### src/rtl/uart_arb_pkg.sv
// Shared types and constants for the UART transmit arbiter.
// Holds the FSM state encoding, the frame length and an index-width helper.
package uart_arb_pkg;

    typedef enum logic [1:0] {
        IDLE = 2'd0,
        LOAD = 2'd1,
        SEND = 2'd2,
        GAP  = 2'd3
    } state_t;

    // start bit + 8 data bits + stop bit
    localparam int FRAME_BITS = 10;

    function automatic int idx_width(input int n);
        return (n <= 2) ? 1 : $clog2(n);
    endfunction

endpackage

### src/rtl/rr_arbiter.sv
// Combinational round-robin winner selection: the search starts at the
// requester after i_last and wraps; o_valid is low when nothing requests.
module rr_arbiter
    import uart_arb_pkg::*;
#(
    parameter int NREQ  = 4,
    parameter int IDX_W = idx_width(NREQ)
) (
    input  logic [NREQ-1:0]  i_req,
    input  logic [IDX_W-1:0] i_last,
    output logic [NREQ-1:0]  o_gnt,
    output logic [IDX_W-1:0] o_idx,
    output logic             o_valid
);

    localparam logic [IDX_W:0] NREQ_W = (IDX_W + 1)'(NREQ);

    logic [IDX_W:0] w_sum;

    // Walk candidates from farthest to nearest so the nearest requester
    // after i_last is the one left standing.
    always_comb begin
        w_sum   = '0;
        o_idx   = '0;
        o_valid = 1'b0;
        for (int k = NREQ; k >= 1; k--) begin
            w_sum = {1'b0, i_last} + (IDX_W + 1)'(k);
            if (w_sum >= NREQ_W) begin
                w_sum = w_sum - NREQ_W;
            end
            if (i_req[w_sum[IDX_W-1:0]]) begin
                o_idx   = w_sum[IDX_W-1:0];
                o_valid = 1'b1;
            end
        end
    end

    for (genvar gi = 0; gi < NREQ; gi++) begin : g_onehot
        assign o_gnt[gi] = o_valid && (o_idx == IDX_W'(gi));
    end

endmodule

### src/rtl/uart_tx_arbiter.sv
// Shares one UART transmitter among NREQ requesters: IDLE -> LOAD -> SEND -> GAP.
// Define UART_ARB_FIXED_PRIO_EN for fixed lowest-index priority instead of round-robin.
module uart_tx_arbiter
    import uart_arb_pkg::*;
#(
    parameter int CLK_FREQ = 50000000,
    parameter int UART_BPS = 9600,
    parameter int NREQ     = 4,
    parameter int GAP_CYC  = 2
) (
    input  logic              sys_clk,
    input  logic              sys_rst,
    input  logic [NREQ-1:0]   req,
    input  logic [8*NREQ-1:0] din,
    output logic [NREQ-1:0]   gnt,
    output logic              uart_en,
    output logic [7:0]        uart_din,
    output logic              busy
);

    localparam int BIT_CYC   = CLK_FREQ / UART_BPS;
    localparam int FRAME_CYC = FRAME_BITS * BIT_CYC;
    localparam int CNT_W     = $clog2(FRAME_CYC + 1);
    localparam int IDX_W     = idx_width(NREQ);

    // GAP_CYC is assumed not to exceed FRAME_CYC so it fits the shared counter.
    localparam logic [CNT_W-1:0] FRAME_LAST = CNT_W'(FRAME_CYC - 1);
    localparam logic [CNT_W-1:0] GAP_LAST   = CNT_W'((GAP_CYC > 0) ? GAP_CYC - 1 : 0);
    localparam logic [IDX_W-1:0] LAST_INIT  = IDX_W'(NREQ - 1);

    state_t           r_state;
    state_t           w_state_next;
    logic [CNT_W-1:0] r_cnt;
    logic [CNT_W-1:0] w_cnt_next;
    logic [7:0]       r_uart_din;

    logic [IDX_W-1:0] w_last;
    logic [NREQ-1:0]  w_onehot;
    logic [IDX_W-1:0] w_idx;
    logic             w_valid;
    logic             w_grant;
    logic [7:0]       w_bytes [NREQ];

    for (genvar gi = 0; gi < NREQ; gi++) begin : g_bytes
        assign w_bytes[gi] = din[8*gi +: 8];
    end

    rr_arbiter #(
        .NREQ  (NREQ),
        .IDX_W (IDX_W)
    ) u_rr_arbiter (
        .i_req   (req),
        .i_last  (w_last),
        .o_gnt   (w_onehot),
        .o_idx   (w_idx),
        .o_valid (w_valid)
    );

    // A grant is only ever issued from IDLE, and never while reset is held.
    assign w_grant = (r_state == IDLE) && w_valid && !sys_rst;

`ifdef UART_ARB_FIXED_PRIO_EN
    // Pinning the pointer to NREQ-1 makes the search always start at index 0.
    assign w_last = LAST_INIT;
`else
    logic [IDX_W-1:0] r_last;

    always_ff @(posedge sys_clk) begin
        if (sys_rst) begin
            r_last <= LAST_INIT;
        end else if (w_grant) begin
            r_last <= w_idx;
        end
    end

    assign w_last = r_last;
`endif

    always_comb begin
        w_state_next = r_state;
        w_cnt_next   = r_cnt;
        unique case (r_state)
            IDLE: begin
                if (w_valid) begin
                    w_state_next = LOAD;
                end
            end
            LOAD: begin
                w_state_next = SEND;
                w_cnt_next   = '0;
            end
            SEND: begin
                if (r_cnt == FRAME_LAST) begin
                    w_state_next = (GAP_CYC == 0) ? IDLE : GAP;
                    w_cnt_next   = '0;
                end else begin
                    w_cnt_next = r_cnt + 1'b1;
                end
            end
            GAP: begin
                if (r_cnt == GAP_LAST) begin
                    w_state_next = IDLE;
                    w_cnt_next   = '0;
                end else begin
                    w_cnt_next = r_cnt + 1'b1;
                end
            end
            default: begin
                w_state_next = IDLE;
                w_cnt_next   = '0;
            end
        endcase
    end

    always_ff @(posedge sys_clk) begin
        if (sys_rst) begin
            r_state    <= IDLE;
            r_cnt      <= '0;
            r_uart_din <= 8'h00;
        end else begin
            r_state <= w_state_next;
            r_cnt   <= w_cnt_next;
            if (w_grant) begin
                r_uart_din <= w_bytes[w_idx];
            end
        end
    end

    assign gnt      = w_grant ? w_onehot : '0;
    assign uart_en  = (r_state == LOAD);
    assign uart_din = r_uart_din;
    assign busy     = (r_state != IDLE);

endmodule

### config.mk
export PLATFORM = sky130hd
export DESIGN_NAME = uart_tx_arbiter
export DESIGN_NICKNAME = d
export VERILOG_FILES = /design/src/rtl/uart_arb_pkg.sv /design/src/rtl/rr_arbiter.sv /design/src/rtl/uart_tx_arbiter.sv
export SDC_FILE = /design/constraint.sdc
export NUM_CORES = 1
export LEC_CHECK = 0
export ABC_CLOCK_PERIOD_IN_PS = 2500
export CORE_UTILIZATION = 35
export DETAILED_ROUTE_END_ITERATION = 8
export PLACE_DENSITY = 0.72
export SYNTH_ARGS = -nofsm -noshare
export SYNTH_HDL_FRONTEND = slang
export SYNTH_SLANG_ARGS = --single-unit
### constraint.sdc
create_clock -name sys_clk -period 2.5 [get_ports sys_clk]
set_clock_uncertainty 0.2 [all_clocks]
set_input_delay 0.5 -clock sys_clk [delete_from_list [all_inputs] [get_ports sys_clk]]
set_output_delay 0.5 -clock sys_clk [all_outputs]
set_load 0.02 [all_outputs]
==> results.txt, run 1 <==
----------------------------------------------------
[Run status]
  Result of the run ... finished clean

[Critical path]
  Endpoint of the worst register-to-register path ... r_state[0]
  Critical path startpoint category ... input port
  Slowest-stage cell, CP ... sky130_fd_sc_hd__a211oi_2
  Delay of the slowest critical-path stage ... 0.36 ns
  Worst EP arrival ... 1.76 ns
  Critical path capture point type ... output port
  Reg-to-reg slack, setup ... 0.29 ns
  Crit path launch ... req[3]
  Depth of the most critical reg-to-reg path ... 4
  Maximum fanout count along the critical path ... 5
  Required time at the endpoint of the critical path ... 1.80 ns
  Cell-by-cell trace of the critical path ... clkdlybuf4s15_1, buf_4, nand2b_1, a21oi_1, a211oi_2, buf_4, nor4_2, buf_4
  Critical path capture point ... gnt[1]
  Most common cell on crit path ... sky130_fd_sc_hd__buf_4
  Type of the worst setup path ... in -> out
  Critical register-to-register path startpoint ... r_cnt[5]

[Hold path]
  Hold/Removal Path Class ... reg -> reg

[Final layout]
  Number of antenna diodes ... 0
  Final Non-Filler Cells ... 305
  Number of nets in the layout ... 299
  Top library cells by usage in the layout, fill and taps aside ... sky130_fd_sc_hd__clkdlybuf4s50_1, sky130_fd_sc_hd__dfxtp_1, sky130_fd_sc_hd__mux2i_1
  Fraction of final layout cells sized beyond drive strength 1 ... 13.04%
  Most common cell after layout, fill and taps aside ... sky130_fd_sc_hd__clkdlybuf4s50_1
  Layout overhead on the synthesized area ... 44.94%

[GRT]
  Pin count of the biggest net entering global routing ... 18
  Via count of the first global-routing pass ... 1516
  Final global-route overflow total ... 0
  Total GRT Usage ... 15.90%
  First-pass GRT wire length ... 6417 um
  Initial antenna violation count ... 0

[STA]
  Smallest hold slack ... 0.2917 ns
  Number of max-slew violations in the final report ... 0
  Portion of the clock cycle consumed by the worst path in the final layout ... 98.58%
  Peak Freq ... 405.8 MHz
  Final critical delay including setup and external delays ... 2.464 ns
  Tightest slew margin relative to the limit ... 75.99%
  Number of setup violations in the final report ... 0
  Transition time at the pin with the least slew margin ... 0.3510 ns
  Final Hold Fails ... 0

[Yosys]
  Async set-reset flop share out of synthesis ... 0%
  Gate count after technology mapping ... 191
  Sequential element share of the synthesized area ... 33.84%
  Number of distinct standard cells referenced by the synthesized netlist ... 38
  Mean instance size in the synthesized netlist ... 8.673 um^2
  Post-synth EDFFs ... 0
  Area of the mapped netlist ... 1657 um^2
  Synthesized netlist net count ... 236
  Number of flip-flops and latches in the synthesized netlist ... 28
  Commonest register cell after synthesis ... sky130_fd_sc_hd__dfxtp_1
  Yosys warning total ... 0

[Drt]
  Initial DRC Count ... 75
  Via count ... 1549
  Wire length per cell ... 12.26 um
  Routed vias/inst ... 5.079
  Drt drc ... 0
  DRT Pass-1 Iters ... 4
  Total wirelength of the detailed-routed design ... 3739 um
  Post-route ant nets ... 0

[Floorplan]
  Height of the die ... 70.80 um
  Top-Level Pins ... 52
  Overall die area ... 5012 um^2
  Overall die width ... 70.80 um
  Area of the core ... 4444 um^2
  Site Rows ... 24
  Starting utilization of the core area ... 37.27%

[Clocking]
  Library cell used as clock root buffer ... sky130_fd_sc_hd__clkbuf_8
  Clock buffer count from CTS ... 3
  TritonCTS Sinks ... 28
  Clock buffer depth ... 2
  Clock slew at reported path FFs ... 0.10 ns
  Worst-Skew Late Latency ... 0.28 ns
  CTS tree ... built
  Number of H-tree branching levels ... 1

[Placement]
  Port Buffers ... 51
  Routability Congestion ... 0.7941
  Inst Count DP ... 300
  Half-perimeter wire length of the detailed placement result ... 2888 um

[Pwr]
  Cell-internal power ... 1.249 mW
  Share of total power in sequential cells ... 29.9%
  Leak ... 0.9880 nW
  Clock share of power ... 18.5%
  Part of the total power dissipated in combinational logic ... 51.6%
  Sw Ratio ... 36.47%
  Maximum VDD drop ... 0.4367 mV
  Power Density ... 818.6 nW/um^2
  Sw power ... 0.7168 mW

[Job]
  Max capacitance violation total ... 0

----------------------------------------------------
-- what timing repair did --
item	4_1_cts	5_1_grt
pin swaps	3	3
setup endpoints to repair	5	4
endpoints found under the hold margin	0	0
buffers inserted	0	1
gates resized for setup	23	10
hold buffers	0	0
-- layout make-up --
class	count	area, um^2
Clock inverter	1	30.03
Clock buffer	3	41.29
Multi-Input combinational cell	149	1077
Tap cell	52	65.06
Timing Repair Buffer	66	604.3
Fill cell	404	2043
Inverter	6	22.52
Sequential cell	28	560.5
-- Yosys cell counts, drive strengths merged, types with 2 or more instances --
cell type,number,area share [%]
a211oi,2,0.91
a21oi,5,1.5
a22o,8,4.2
and2,3,1.1
and3,5,2.0
buf,7,2.6
dfxtp,28,34
ha,7,5.3
inv,6,1.4
mux2i,26,16
nand2,17,3.9
nand2b,4,1.5
nand3,3,0.91
nand4,3,1.1
nor2,24,5.4
nor2b,2,0.76
nor3,6,1.8
nor4,4,1.5
o21a,2,0.91
o21ai,4,1.2
o31a,2,1.1
or4,2,0.91
xnor2,6,3.2
xor2,5,2.6
-- per-stage QoR --
stage	setup slack [ns]	setup TNS (ns)	cell area [um^2]	util [%]	total power, mW
floorplan	0.003855	0	1657	-	1.203
global route	-0.02161	-0.02745	2401	54.03	2.096
finish	0.03551	0	2401	54.03	1.966
CTS	0.01089	0	2369	53.29	1.951
detailed placement	-0.6530	-4.109	2308	51.94	1.601
global placement	-0.6086	-3.837	2308	51.94	1.596
-- sequential cells by signal (all words and copies together) (netlist names) --
signal / flops
r_cnt: 16
r_last: 2
r_state: 2
uart_din: 8
-- how the worst min path moves through the flow --
stage / slack (ns) / to / cells after the start / start
floorplan: 0.26 / r_cnt[1] / 2 / r_cnt[1]
global placement: 0.26 / uart_din[5] / 1 / uart_din[5]
detailed placement: 0.26 / uart_din[5] / 1 / uart_din[5]
CTS: 0.29 / uart_din[5] / 1 / uart_din[5]
global route: 0.30 / uart_din[5] / 1 / uart_din[5]
finish: 0.29 / uart_din[5] / 1 / uart_din[5]
-- critical path, delay by kind of cell --
kind,cells,cell delay [ns]
AOI/OAI and AO/OA,2,0.43
buffers and inverters,4,0.73
and+or+nand+nor,2,0.10
-- kinds of logic after synthesis --
logic type                 synth area share, %
and+or+nand+nor                          22.96
AOI/OAI and AO/OA                        12.24
DFF                                      33.84
muxes                                    15.71
buffers and inverters                    4.154
xor gates and xnor gates                 5.816
adders and majority gates                5.287
-- power by group through the flow --
stage | Combinational, mW | Clock [mW] | Sequential [mW]
after floorplan | 0.555 | 0 | 0.648
after global placement | 1.00 | 0 | 0.592
after detailed placement | 1.01 | 0 | 0.592
after CTS | 0.990 | 0.374 | 0.587
after global routing | 1.11 | 0.390 | 0.599
final | 1.01 | 0.363 | 0.589
-- layer usage --
| layer | share of wire, % | global-route usage [%] | up-vias |
|---|---|---|---|
| li1 | - | - | 795 |
| met1 | 45 | 18.51 | 699 |
| met2 | 46 | 26.82 | 50 |
| met3 | 8.1 | 5.698 | 5 |
| met4 | 1.5 | 6.000 | 0 |
| met5 | 0 | 0 | - |
No activity file was read; power rests on OpenSTA's default activity.
==> inputs of run 2 (changes only) <==
MAX_ROUTING_LAYER = met4   (was unset)
==> results.txt, run 2 (same netlist as run 1, synthesis figures left out) <==
----------------------------------------------------
[STA]
  Number of setup violations in the final report ... 0
  Peak Freq ... 405.7 MHz
  Transition time at the pin with the least slew margin ... 0.3510 ns
  Tightest slew margin relative to the limit ... 75.99%
  Number of max-slew violations in the final report ... 0
  Portion of the clock cycle consumed by the worst path in the final layout ... 98.58%
  Final critical delay including setup and external delays ... 2.465 ns
  Final Hold Fails ... 0

[Pwr]
  Part of the total power dissipated in combinational logic ... 51.6%
  Sw power ... 0.7178 mW
  Leak ... 0.9880 nW
  Power Density ... 819.1 nW/um^2
  Cell-internal power ... 1.249 mW
  Total power after layout ... 1.967 mW
  Share of total power in sequential cells ... 29.9%
  Sw Ratio ... 36.50%
  Clock share of power ... 18.5%
  Maximum VDD drop ... 0.4367 mV

[Clocking]
  Clock buffer count from CTS ... 3
  Number of H-tree branching levels ... 1
  Clock buffer depth ... 2
  CTS tree ... built
  Library cell used as clock root buffer ... sky130_fd_sc_hd__clkbuf_8
  Worst-Skew Late Latency ... 0.28 ns
  Clock slew at reported path FFs ... 0.10 ns
  TritonCTS Sinks ... 28

[Floorplan]
  Overall die width ... 70.80 um
  Height of the die ... 70.80 um
  Site Rows ... 24
  Overall die area ... 5012 um^2
  Top-Level Pins ... 52
  Starting utilization of the core area ... 37.27%
  Area of the core ... 4444 um^2

[Final layout]
  Most common cell after layout, fill and taps aside ... sky130_fd_sc_hd__clkdlybuf4s50_1
  FILL cells ... 404
  Largest reg by FF count ... r_cnt
  Number of nets in the layout ... 299
  Layout Cell Area excl Fill ... 2401 um^2
  Layout overhead on the synthesized area ... 44.94%
  Final Non-Filler Cells ... 305
  Fraction of final layout cells sized beyond drive strength 1 ... 13.04%
  Top library cells by usage in the layout, fill and taps aside ... sky130_fd_sc_hd__clkdlybuf4s50_1, sky130_fd_sc_hd__dfxtp_1, sky130_fd_sc_hd__mux2i_1
  Number of antenna diodes ... 0
  Max FFs per register ... 16

[Critical path]
  Worst EP arrival ... 1.76 ns
  Required time at the endpoint of the critical path ... 1.80 ns
  Type of the worst setup path ... in -> out
  Critical path capture point type ... output port
  Depth of the most critical reg-to-reg path ... 4
  Critical path startpoint category ... input port
  Maximum fanout count along the critical path ... 5

[Drt]
  Total wirelength of the detailed-routed design ... 3742 um
  Wire length per cell ... 12.27 um
  Via count ... 1549
  DRT Pass-1 Iters ... 4
  Drt drc ... 0
  Initial DRC Count ... 78
  Post-route ant nets ... 0
  Routed vias/inst ... 5.079

[Placement]
  Inst Count DP ... 300
  Routability Congestion ... 0.8053
  Port Buffers ... 51
  DP Area ... 2308 um^2
  Half-perimeter wire length of the detailed placement result ... 2888 um

[GRT]
  Total GRT Usage ... 16.39%
  Initial antenna violation count ... 0
  Final global-route overflow total ... 0
  Pin count of the biggest net entering global routing ... 18
  Via count of the first global-routing pass ... 1515
  First-pass GRT wire length ... 6417 um

[Run status]
  Result of the run ... finished clean

[Hold path]
  Hold/Removal Path Class ... reg -> reg
  Instance count along the most critical hold path ... 1

[Job]
  Max capacitance violation total ... 0

----------------------------------------------------
-- run 2: layout make-up --
| class | count | area [um^2] | area share [%] |
|---|---|---|---|
| multi-input combinational | 149 | 1077 | 44.87 |
| timing repair buffer | 66 | 604.3 | 25.17 |
| sequential | 28 | 560.5 | 23.35 |
| tap | 52 | 65.06 | 2.710 |
| clock buffer | 3 | 41.29 | 1.720 |
| clock inverter | 1 | 30.03 | 1.251 |
| inverter | 6 | 22.52 | 0.9380 |
-- run 2: worst max-delay path, stage by stage --
cell and delay (ns):
sky130_fd_sc_hd__clkdlybuf4s15_1 0.23, sky130_fd_sc_hd__buf_4 0.16, sky130_fd_sc_hd__nand2b_1 0.06, sky130_fd_sc_hd__a21oi_1 0.07
sky130_fd_sc_hd__a211oi_2 0.36, sky130_fd_sc_hd__buf_4 0.18, sky130_fd_sc_hd__nor4_2 0.04, sky130_fd_sc_hd__buf_4 0.16
-- run 2: per-layer routing --
metal | routed length, um | GRT usage (%) | up-vias
met5 | 0 | - | -
met4 | 55 | 6.000 | 0
met3 | 219 | 3.989 | 5
met2 | 1707 | 26.82 | 50
met1 | 1760 | 19.56 | 699
li1 | - | - | 795
-- run 2: path summary, 6_finish.rpt --
| path | from | to | slack (ns) |
|---|---|---|---|
| setup / recovery | req[3] | gnt[1] | 0.04 |
| hold / removal | uart_din[5] | uart_din[5] | 0.29 |
| setup reg to reg | r_cnt[5] | r_state[0] | 0.29 |
| hold reg to reg | uart_din[5] | uart_din[5] | 0.29 |
-- run 2: power groups by stage --
| stage | sequential, mW | clock, mW | combinational, mW |
|---|---|---|---|
| floorplan | 0.648 | 0 | 0.555 |
| global placement | 0.592 | 0 | 1.00 |
| detailed placement | 0.592 | 0 | 1.01 |
| CTS | 0.587 | 0.374 | 0.990 |
| global route | 0.599 | 0.390 | 1.11 |
| finish | 0.589 | 0.363 | 1.01 |
-- run 2: what timing repair did --
| action | CTS | global route |
|---|---|---|
| setup endpoints to repair | 5 | 4 |
| hold buffers | 0 | 0 |
| resized for setup | 23 | 10 |
| buffers inserted | 0 | 1 |
| pin swaps | 3 | 3 |
-- run 2: per-stage QoR --
| step | utilization, % | hold WS [ns] | setup slack (ns) | setup TNS, ns |
|---|---|---|---|---|
| global placement | 51.94 | 0.2556 | -0.6086 | -3.837 |
| global route | 54.03 | 0.2977 | -0.02134 | -0.02531 |
| floorplan | - | 0.2619 | 0.003855 | 0 |
| CTS | 53.29 | 0.2873 | 0.01089 | 0 |
| finish | 54.03 | 0.2919 | 0.03541 | 0 |
| detailed placement | 51.94 | 0.2617 | -0.6530 | -4.109 |
